<file path="src/rtl/comparador_pkg.sv">
// -----------------------------------------------------------------------------
// comparador_pkg
//
// Shared definitions for the bit-serial magnitude comparator.
//   - state_t : control FSM states (IDLE, SHIFT, DONE)
//   - RES_*   : (f, g) result encodings. f = A > B, g = A < B, 00 = equal.
//               The combinational left-to-right chain uses the same encoding,
//               so downstream logic can consume either implementation.
//   - paso_bit: one-bit comparison step shared by the serial cell.
// -----------------------------------------------------------------------------
package comparador_pkg;

  typedef enum logic [1:0] {
    IDLE  = 2'd0,
    SHIFT = 2'd1,
    DONE  = 2'd2
  } state_t;

  localparam logic [1:0] RES_EQ = 2'b00;
  localparam logic [1:0] RES_GT = 2'b10;
  localparam logic [1:0] RES_LT = 2'b01;

  // One right-to-left step. A differing bit overrides whatever the lower bits
  // decided; equal bits keep the accumulated verdict. 'invert' swaps GT/LT,
  // which is how the two's-complement sign bit is handled.
  function automatic logic [1:0] paso_bit(input logic       a_i,
                                          input logic       b_i,
                                          input logic [1:0] acc,
                                          input logic       invert);
    logic [1:0] res;
    res = acc;
    if (a_i != b_i) begin
      res = (a_i ^ invert) ? RES_GT : RES_LT;
    end
    return res;
  endfunction

endpackage

</file>
<file path="src/rtl/celda_serial.sv">
// -----------------------------------------------------------------------------
// celda_serial
//
// Combinational one-bit step of the right-to-left comparator.
//
// Ports:
//   a_i, b_i       : current operand bits
//   acc_f, acc_g   : verdict accumulated over the less significant bits
//   invert         : swap the GT/LT verdict for this bit (sign bit handling)
//   next_f, next_g : updated verdict including this bit
// -----------------------------------------------------------------------------
module celda_serial
  import comparador_pkg::*;
(
  input  logic a_i,
  input  logic b_i,
  input  logic acc_f,
  input  logic acc_g,
  input  logic invert,
  output logic next_f,
  output logic next_g
);

  logic [1:0] res;

  always_comb begin
    res              = paso_bit(a_i, b_i, {acc_f, acc_g}, invert);
    {next_f, next_g} = res;
  end

endmodule

</file>
<file path="src/rtl/comparador_serial_der_a_izq.sv">
// -----------------------------------------------------------------------------
// comparador_serial_der_a_izq
//
// Bit-serial magnitude comparator. Two N-bit operands are captured on an
// accepted start and compared one bit per clock, LSB first. The most
// significant differing bit is the last one to write the accumulator, so it
// decides the result.
//
// Ports:
//   clk    : rising-edge clock
//   rst    : asynchronous, active-high reset
//   start  : request a comparison (accepted in IDLE or DONE)
//   A, B   : operands, sampled only at the accepting edge
//   busy   : high while bits are being processed
//   done   : one-cycle pulse, f/g just updated
//   f      : A > B
//   g      : A < B   (f = g = 0 means A == B)
//
// Build option:
//   COMPARADOR_SIGNED_EN - operands are two's complement; the sign bit
//                          (processed last) has its verdict inverted.
//                          Undefined: unsigned comparison.
//
// Timing: start accepted at edge k -> busy from k to k+N, DONE (done=1,
// f/g valid) after edge k+N. Holding start gives one result every N+1 cycles.
// -----------------------------------------------------------------------------
module comparador_serial_der_a_izq
  import comparador_pkg::*;
#(
  parameter int N = 3
) (
  input  logic         clk,
  input  logic         rst,
  input  logic         start,
  input  logic [N-1:0] A,
  input  logic [N-1:0] B,
  output logic         busy,
  output logic         done,
  output logic         f,
  output logic         g
);

  localparam int IDX_W = $clog2(N);
  localparam logic [IDX_W-1:0] IDX_LAST = IDX_W'(N - 1);

  // Control state
  state_t           state_q, state_d;
  logic [IDX_W-1:0] idx_q, idx_d;
  logic             acc_f_q, acc_f_d;
  logic             acc_g_q, acc_g_d;
  logic             f_q, f_d;
  logic             g_q, g_d;

  // Operand shift registers: pure datapath, always loaded before use
  logic [N-1:0]     a_sh_q, a_sh_d;
  logic [N-1:0]     b_sh_q, b_sh_d;

  logic             ultimo;
  logic             invert;
  logic             cel_f, cel_g;
  logic             accept;

  assign ultimo = (idx_q == IDX_LAST);

`ifdef COMPARADOR_SIGNED_EN
  // Only the sign bit is weighted negatively in two's complement.
  assign invert = ultimo;
`else
  assign invert = 1'b0;
`endif

  celda_serial u_celda (
    .a_i    (a_sh_q[0]),
    .b_i    (b_sh_q[0]),
    .acc_f  (acc_f_q),
    .acc_g  (acc_g_q),
    .invert (invert),
    .next_f (cel_f),
    .next_g (cel_g)
  );

  // A request is taken both from IDLE and from DONE (back-to-back).
  assign accept = start && ((state_q == IDLE) || (state_q == DONE));

  always_comb begin
    state_d = state_q;
    idx_d   = idx_q;
    acc_f_d = acc_f_q;
    acc_g_d = acc_g_q;
    f_d     = f_q;
    g_d     = g_q;
    a_sh_d  = a_sh_q;
    b_sh_d  = b_sh_q;

    case (state_q)
      IDLE, DONE: begin
        if (accept) begin
          state_d            = SHIFT;
          idx_d              = '0;
          {acc_f_d, acc_g_d} = RES_EQ;
          a_sh_d             = A;
          b_sh_d             = B;
        end else begin
          state_d = IDLE;
        end
      end

      SHIFT: begin
        // start is ignored here; operands stay as captured.
        acc_f_d = cel_f;
        acc_g_d = cel_g;
        a_sh_d  = a_sh_q >> 1;
        b_sh_d  = b_sh_q >> 1;
        if (ultimo) begin
          // Index is frozen at N-1; it is cleared on the next accept.
          state_d = DONE;
          f_d     = cel_f;
          g_d     = cel_g;
        end else begin
          idx_d = idx_q + 1'b1;
        end
      end

      default: begin
        state_d = IDLE;
      end
    endcase
  end

  always_ff @(posedge clk or posedge rst) begin
    if (rst) begin
      state_q <= IDLE;
      idx_q   <= '0;
      acc_f_q <= 1'b0;
      acc_g_q <= 1'b0;
      f_q     <= 1'b0;
      g_q     <= 1'b0;
    end else begin
      state_q <= state_d;
      idx_q   <= idx_d;
      acc_f_q <= acc_f_d;
      acc_g_q <= acc_g_d;
      f_q     <= f_d;
      g_q     <= g_d;
    end
  end

  always_ff @(posedge clk) begin
    a_sh_q <= a_sh_d;
    b_sh_q <= b_sh_d;
  end

  assign busy = (state_q == SHIFT);
  assign done = (state_q == DONE);
  assign f    = f_q;
  assign g    = g_q;

endmodule
</file>
<file path="config.mk">
export PLATFORM = sky130hd
export DESIGN_NAME = comparador_serial_der_a_izq
export DESIGN_NICKNAME = d
export VERILOG_FILES = /design/src/rtl/comparador_pkg.sv /design/src/rtl/celda_serial.sv /design/src/rtl/comparador_serial_der_a_izq.sv
export SDC_FILE = /design/constraint.sdc
export NUM_CORES = 1
export LEC_CHECK = 0
export ABC_AREA = 1
export BUFFER_PORTS_ARGS = -buffer_cell sky130_fd_sc_hd__buf_2
export CAP_MARGIN = 30
export CORE_AREA = 2 2 39 41
export DETAILED_ROUTE_END_ITERATION = 12
export DIE_AREA = 0 0 41 43
export GPL_TIMING_DRIVEN = 0
export PLACE_DENSITY = 0.74
export SLEW_MARGIN = 5
export SYNTH_ARGS = -nofsm -noshare
export SYNTH_HDL_FRONTEND = slang
export SYNTH_HIERARCHICAL = 1
export SYNTH_SLANG_ARGS = --single-unit
</file>
<file path="constraint.sdc">
create_clock -name clk -period 2.5 [get_ports clk]
set_input_delay 0.75 -clock clk [delete_from_list [all_inputs] [get_ports clk]]
set_output_delay 0.75 -clock clk [all_outputs]
set_load 0.03 [all_outputs]
</file>
Word-level counts from Yosys, hierarchy flattened

Index checks and enable logic that the tools add are counted.

Register bits: 14
Input bits: 9
Output and inout bits: 4
Word-level logic and storage cells: 39

Add/sub/neg operators: 1
Equality and inequality tests: 7
Muxes and demuxes: 15
Reduce and logical (&&, ||, !) cells: 8

Operators by type and width:

| kind                  | number |
|---|---|
| $pmux W3 S2           | 2 |
| $mux W2               | 5 |
| $pmux W2 S2           | 2 |
| $mux W3               | 2 |
| $eq A2 B2 Y1 const B  | 2 |
| $ne A2 B2 Y1 const B  | 2 |
| $pmux W1 S2           | 2 |
| $reduce_and A2 Y1     | 2 |
| $reduce_and A3 Y1     | 1 |
| $add A2 B1 Y2 const B | 1 |
| $eq A2 B1 Y1 const B  | 1 |
| $logic_not A2 Y1      | 1 |
| $mux W1               | 2 |
| $ne A2 B1 Y1 const B  | 1 |
| $reduce_bool A2 Y1    | 1 |
| $reduce_or A2 Y1      | 1 |
| $logic_and A1 B1 Y1   | 1 |
| $logic_or A1 B1 Y1    | 1 |
| $ne A1 B1 Y1          | 1 |

Depth between registers and ports, before layout

Depth in word-level cells: 5
Gate-level depth with buffers: 7
Depth with buffers taken out: 7

Hierarchy

Netlist, hierarchy kept.

By module, submodules not included:

| module                      | times used | cells an instance | area an instance (µm²) | seq. area each (µm²) |
|---|---|---|---|---|
| comparador_serial_der_a_izq | 1          | 66                | 610.6                  | 380.4 |
| celda_serial                | 1          | 17                | 68.8                   | 0.0 |

Worst setup path before layout

No wires, ideal clock.

Path kind: register to output
From: register state_q[1]
To: output done
Data arrival time: 856 ps
Required time: 1,750 ps
Setup slack: 894 ps
Cell stages (with the launch flop): 3
Path buffers: 0
Cells stage by stage: dfrtp_1 inv_1 nor2_1

Word-level cells in the longest chain between the ends: 1

RTL lines:

| what                   | RTL line                           | source |
|---|---|---|
| from (decl)            | comparador_serial_der_a_izq.sv:47  | `state_t state_q, state_d;` |
| from (signal assigned) | comparador_serial_der_a_izq.sv:139 | `state_q <= state_d;` |
| $eq A2 B2 Y1           | comparador_serial_der_a_izq.sv:154 | `assign done = (state_q == DONE);` |
| to (decl)              | comparador_serial_der_a_izq.sv:38  | `output logic done,` |

Every way passes these cells.

Worst setup path after layout

From: register state_q[0]
To: output busy

Word-level cells in the longest chain between the ends: 1

RTL lines:

| what         | RTL line                           | source |
|---|---|---|
| $eq A2 B1 Y1 | comparador_serial_der_a_izq.sv:153 | `assign busy = (state_q == SHIFT);` |
| to (decl)    | comparador_serial_der_a_izq.sv:37  | `output logic busy,` |

Every way passes these cells.

==> flow_summary.toml <==
[setup_path]
required_ps = 1750
critPathKind = "reg2out"
reg2reg_slack_ps = 1280
cp-end-kind = "output port"
cp-endpoint = "busy"
ff2ff_path_depth = 3
worstPathArrival_ps = 1230
crit_fanout = 10
cp-startpoint = "state_q[0]$_DFFE_PP0P_"
reg2reg_from = "state_q[1]$_DFFE_PP0P_"
timing.rr.end = "b_sh_q[1]$_DFFE_PP_"
critPathLaunchType = "register"

[global_route]
antenna_found_initial = 0
gr-total-overflow = 0
grt_pass1_vias = 577
grt_max_degree = 11
grt_first_pass_wirelength_microns = 2056
grt_use_total = 0.1722

[power_and_ir_drop]
p_leak_nw = 0.4453
power_w = 0.001063
p_seq_frac = 0.416
power_density_nw_per_um2 = 1339
p_switching_w = 0.0004662
p_int_w = 0.0005964
switching_share = 0.4387
clockPowerShare = 0.123
power_frac_comb = 0.461
ir_drop_v = 0.0005378

[layout]
fin_nets = 112
drive_above_1_share = 0.2178
postLayoutCoreUtil = 0.5732
multi_input_area_sq_um = 265.3
syn_to_final_growth_pct = 16.76
regArea_sq_um = 380.4
nFillCells = 134
insertedDiodeCount = 0
fin_cells = 117

[cts]
post-cts-setup-buffers = 0
cts_buffers = 3
clock-sinks = 14
cts_hold_buf = 0
clockBufferDepth = 2
cts_root_buffer = "clkbuf_4"
cts_tree = "done"
insertion_delay_ps = 280
cts_resized = 0
htreeDepth = 1
clk_pin_slew_worst_paths_ps = 90

[die]
dieWidth_microns = 41
die_area_sq_um = 1763
rows = 14
initial_core_util = 0.4910
die_h_microns = 43
io_pins = 13
core_sq_um = 1384

[placed_design]
port_buffers = 12
gp_congestion = 0.7291
hpwl_microns = 869.4
dp_cells = 113

[status]
status = "complete, no violations"

[yosys]
synth-edff-count = 6
ys_ff_latch = 14
netlist_instances = 83
yosys.area.top_type_share = 0.2947
yosysMostFrequentCell = "nand2_1"
yosysWarningCount = 6
synth_flop_cell = "dfrtp_1"
ys_types = 11
async_flop_share = 0.5714
synth_area_sq_um = 679.4
yosysTopAreaCell = "dfrtp_1"
synthTopCellsByCount = "40 x nand2_1, 9 x inv_1, 8 x dfrtp_1, 7 x nand3_1, 6 x edfxtp_1"
synth-seq-area-share = 0.5599
yosys-top-cells-area = "dfrtp_1 29%, edfxtp_1 27%, nand2_1 22%, nand3_1 5.2%, inv_1 5.0%"
syn_avg_cell_area_sq_um = 8.186

[routing]
finalWirelength_microns = 1117
routedWlPerCell_microns = 9.547
drcViolationCount = 0
vias = 533
firstDrtPassIters = 4
drtAntennaViolNets = 0
first_iter_violations = 13
vias_per_cell = 4.556

[sta]
hold_viol_final = 0
finalMaxSlewViolations = 0
min_period_ps = 1976
finalCritPeriodShare = 0.7903
skew_ps = 11.11
rsz0062_at_grt = "no"
fmax_ghz = 0.5061
setup_violations = 0
tns_ps = 0

[hold_path]
hold_path_class = "in2async"

[job]
max-cap-violations = 0
[critical path, stage by stage, from the launching register on]
cell	delay, ps
dfrtp_1	420
inv_2	70
nor2_4	210
buf_2	250
[cells by family (layout without fill, tap and decap cells)]
logic type	count (synthesis)	count (layout)	synth area share
adders and majority gates	1	1	0.01841
buffers and inverters	11	27	0.06077
DFF	14	14	0.5598
other	1	3	0.005520
and+or+nand+nor	56	56	0.3554
[layer usage]
layer  GRT usage  vias to the layer above  wire length [microns]  part of all wire
met2      0.2844                        7                    595              0.53
met3     0.04712                        3                     25             0.022
met1      0.2035                      236                    485              0.43
met4     0.06000                        0                     11            0.0098
li1            -                      287                      -                 -
met5           0                        -                      0                 0
[area by class of cell]
cell class / count / share of cell area
clock buffer: 4 / 0.03312
inverter: 11 / 0.05205
multi-input combinational: 60 / 0.3344
sequential: 14 / 0.4795
tap: 16 / 0.02524
timing repair buffer: 12 / 0.07571
[sequential cells by signal, indices dropped and copies added, names as in the netlist]
signal and cells:
g 1, acc_g_q 1, a_sh_q 3, acc_f_q 1, state_q 2, b_sh_q 3
idx_q 2, f 1
[layout by cell type, fill, tap and decap left out]
cell | netlist | final
nor2_4 | 2 | 2
buf_2 | 0 | 12
nor2_1 | 4 | 4
dfrtp_1 | 8 | 8
inv_2 | 2 | 2
clkbuf_4 | 0 | 3
nand2_2 | 3 | 3
ha_1 | 1 | 1
conb_1 | 1 | 3
inv_1 | 9 | 9
edfxtp_1 | 6 | 6
nand3_1 | 7 | 7
nand2_1 | 40 | 40
clkbuf_1 | 0 | 1
[power groups by stage]
stage / combinational (W) / clock [W] / sequential (W)
5_1_grt: 0.000566 / 0.000142 / 0.000458
3_3_place_gp: 0.000476 / 0 / 0.000443
4_1_cts: 0.000497 / 0.000133 / 0.000443
6_report: 0.000490 / 0.000131 / 0.000442
3_5_place_dp: 0.000494 / 0 / 0.000448
2_1_floorplan: 0.000357 / 0 / 0.000470
[worst min path at each step]
| stage | to | slack (ps) | depth (start not counted) |
|---|---|---|---|
| 2_1_floorplan | idx_q[0]$_DFFE_PP0P_ | 470 | 2 |
| 3_3_place_gp | f$_DFFE_PP0P_ | 460 | 2 |
| 3_5_place_dp | f$_DFFE_PP0P_ | 460 | 2 |
| 4_1_cts | state_q[0]$_DFFE_PP0P_ | 410 | 2 |
| 5_1_grt | state_q[0]$_DFFE_PP0P_ | 420 | 2 |
| 6_report | state_q[0]$_DFFE_PP0P_ | 390 | 2 |
[metrics by stage]
step / hold WS, ps / area, sq um / setup slack [ps]
after floorplan: 468.7 / 686.9 / 893.8
after global placement: 461.7 / 767.0 / 843.3
after detailed placement: 462.4 / 767.0 / 819.2
after CTS: 405.1 / 793.3 / 507.2
after global routing: 421.9 / 793.3 / 456.4
final: 395.0 / 793.3 / 524.2
Note: power is estimated with default switching activity, not from simulation.
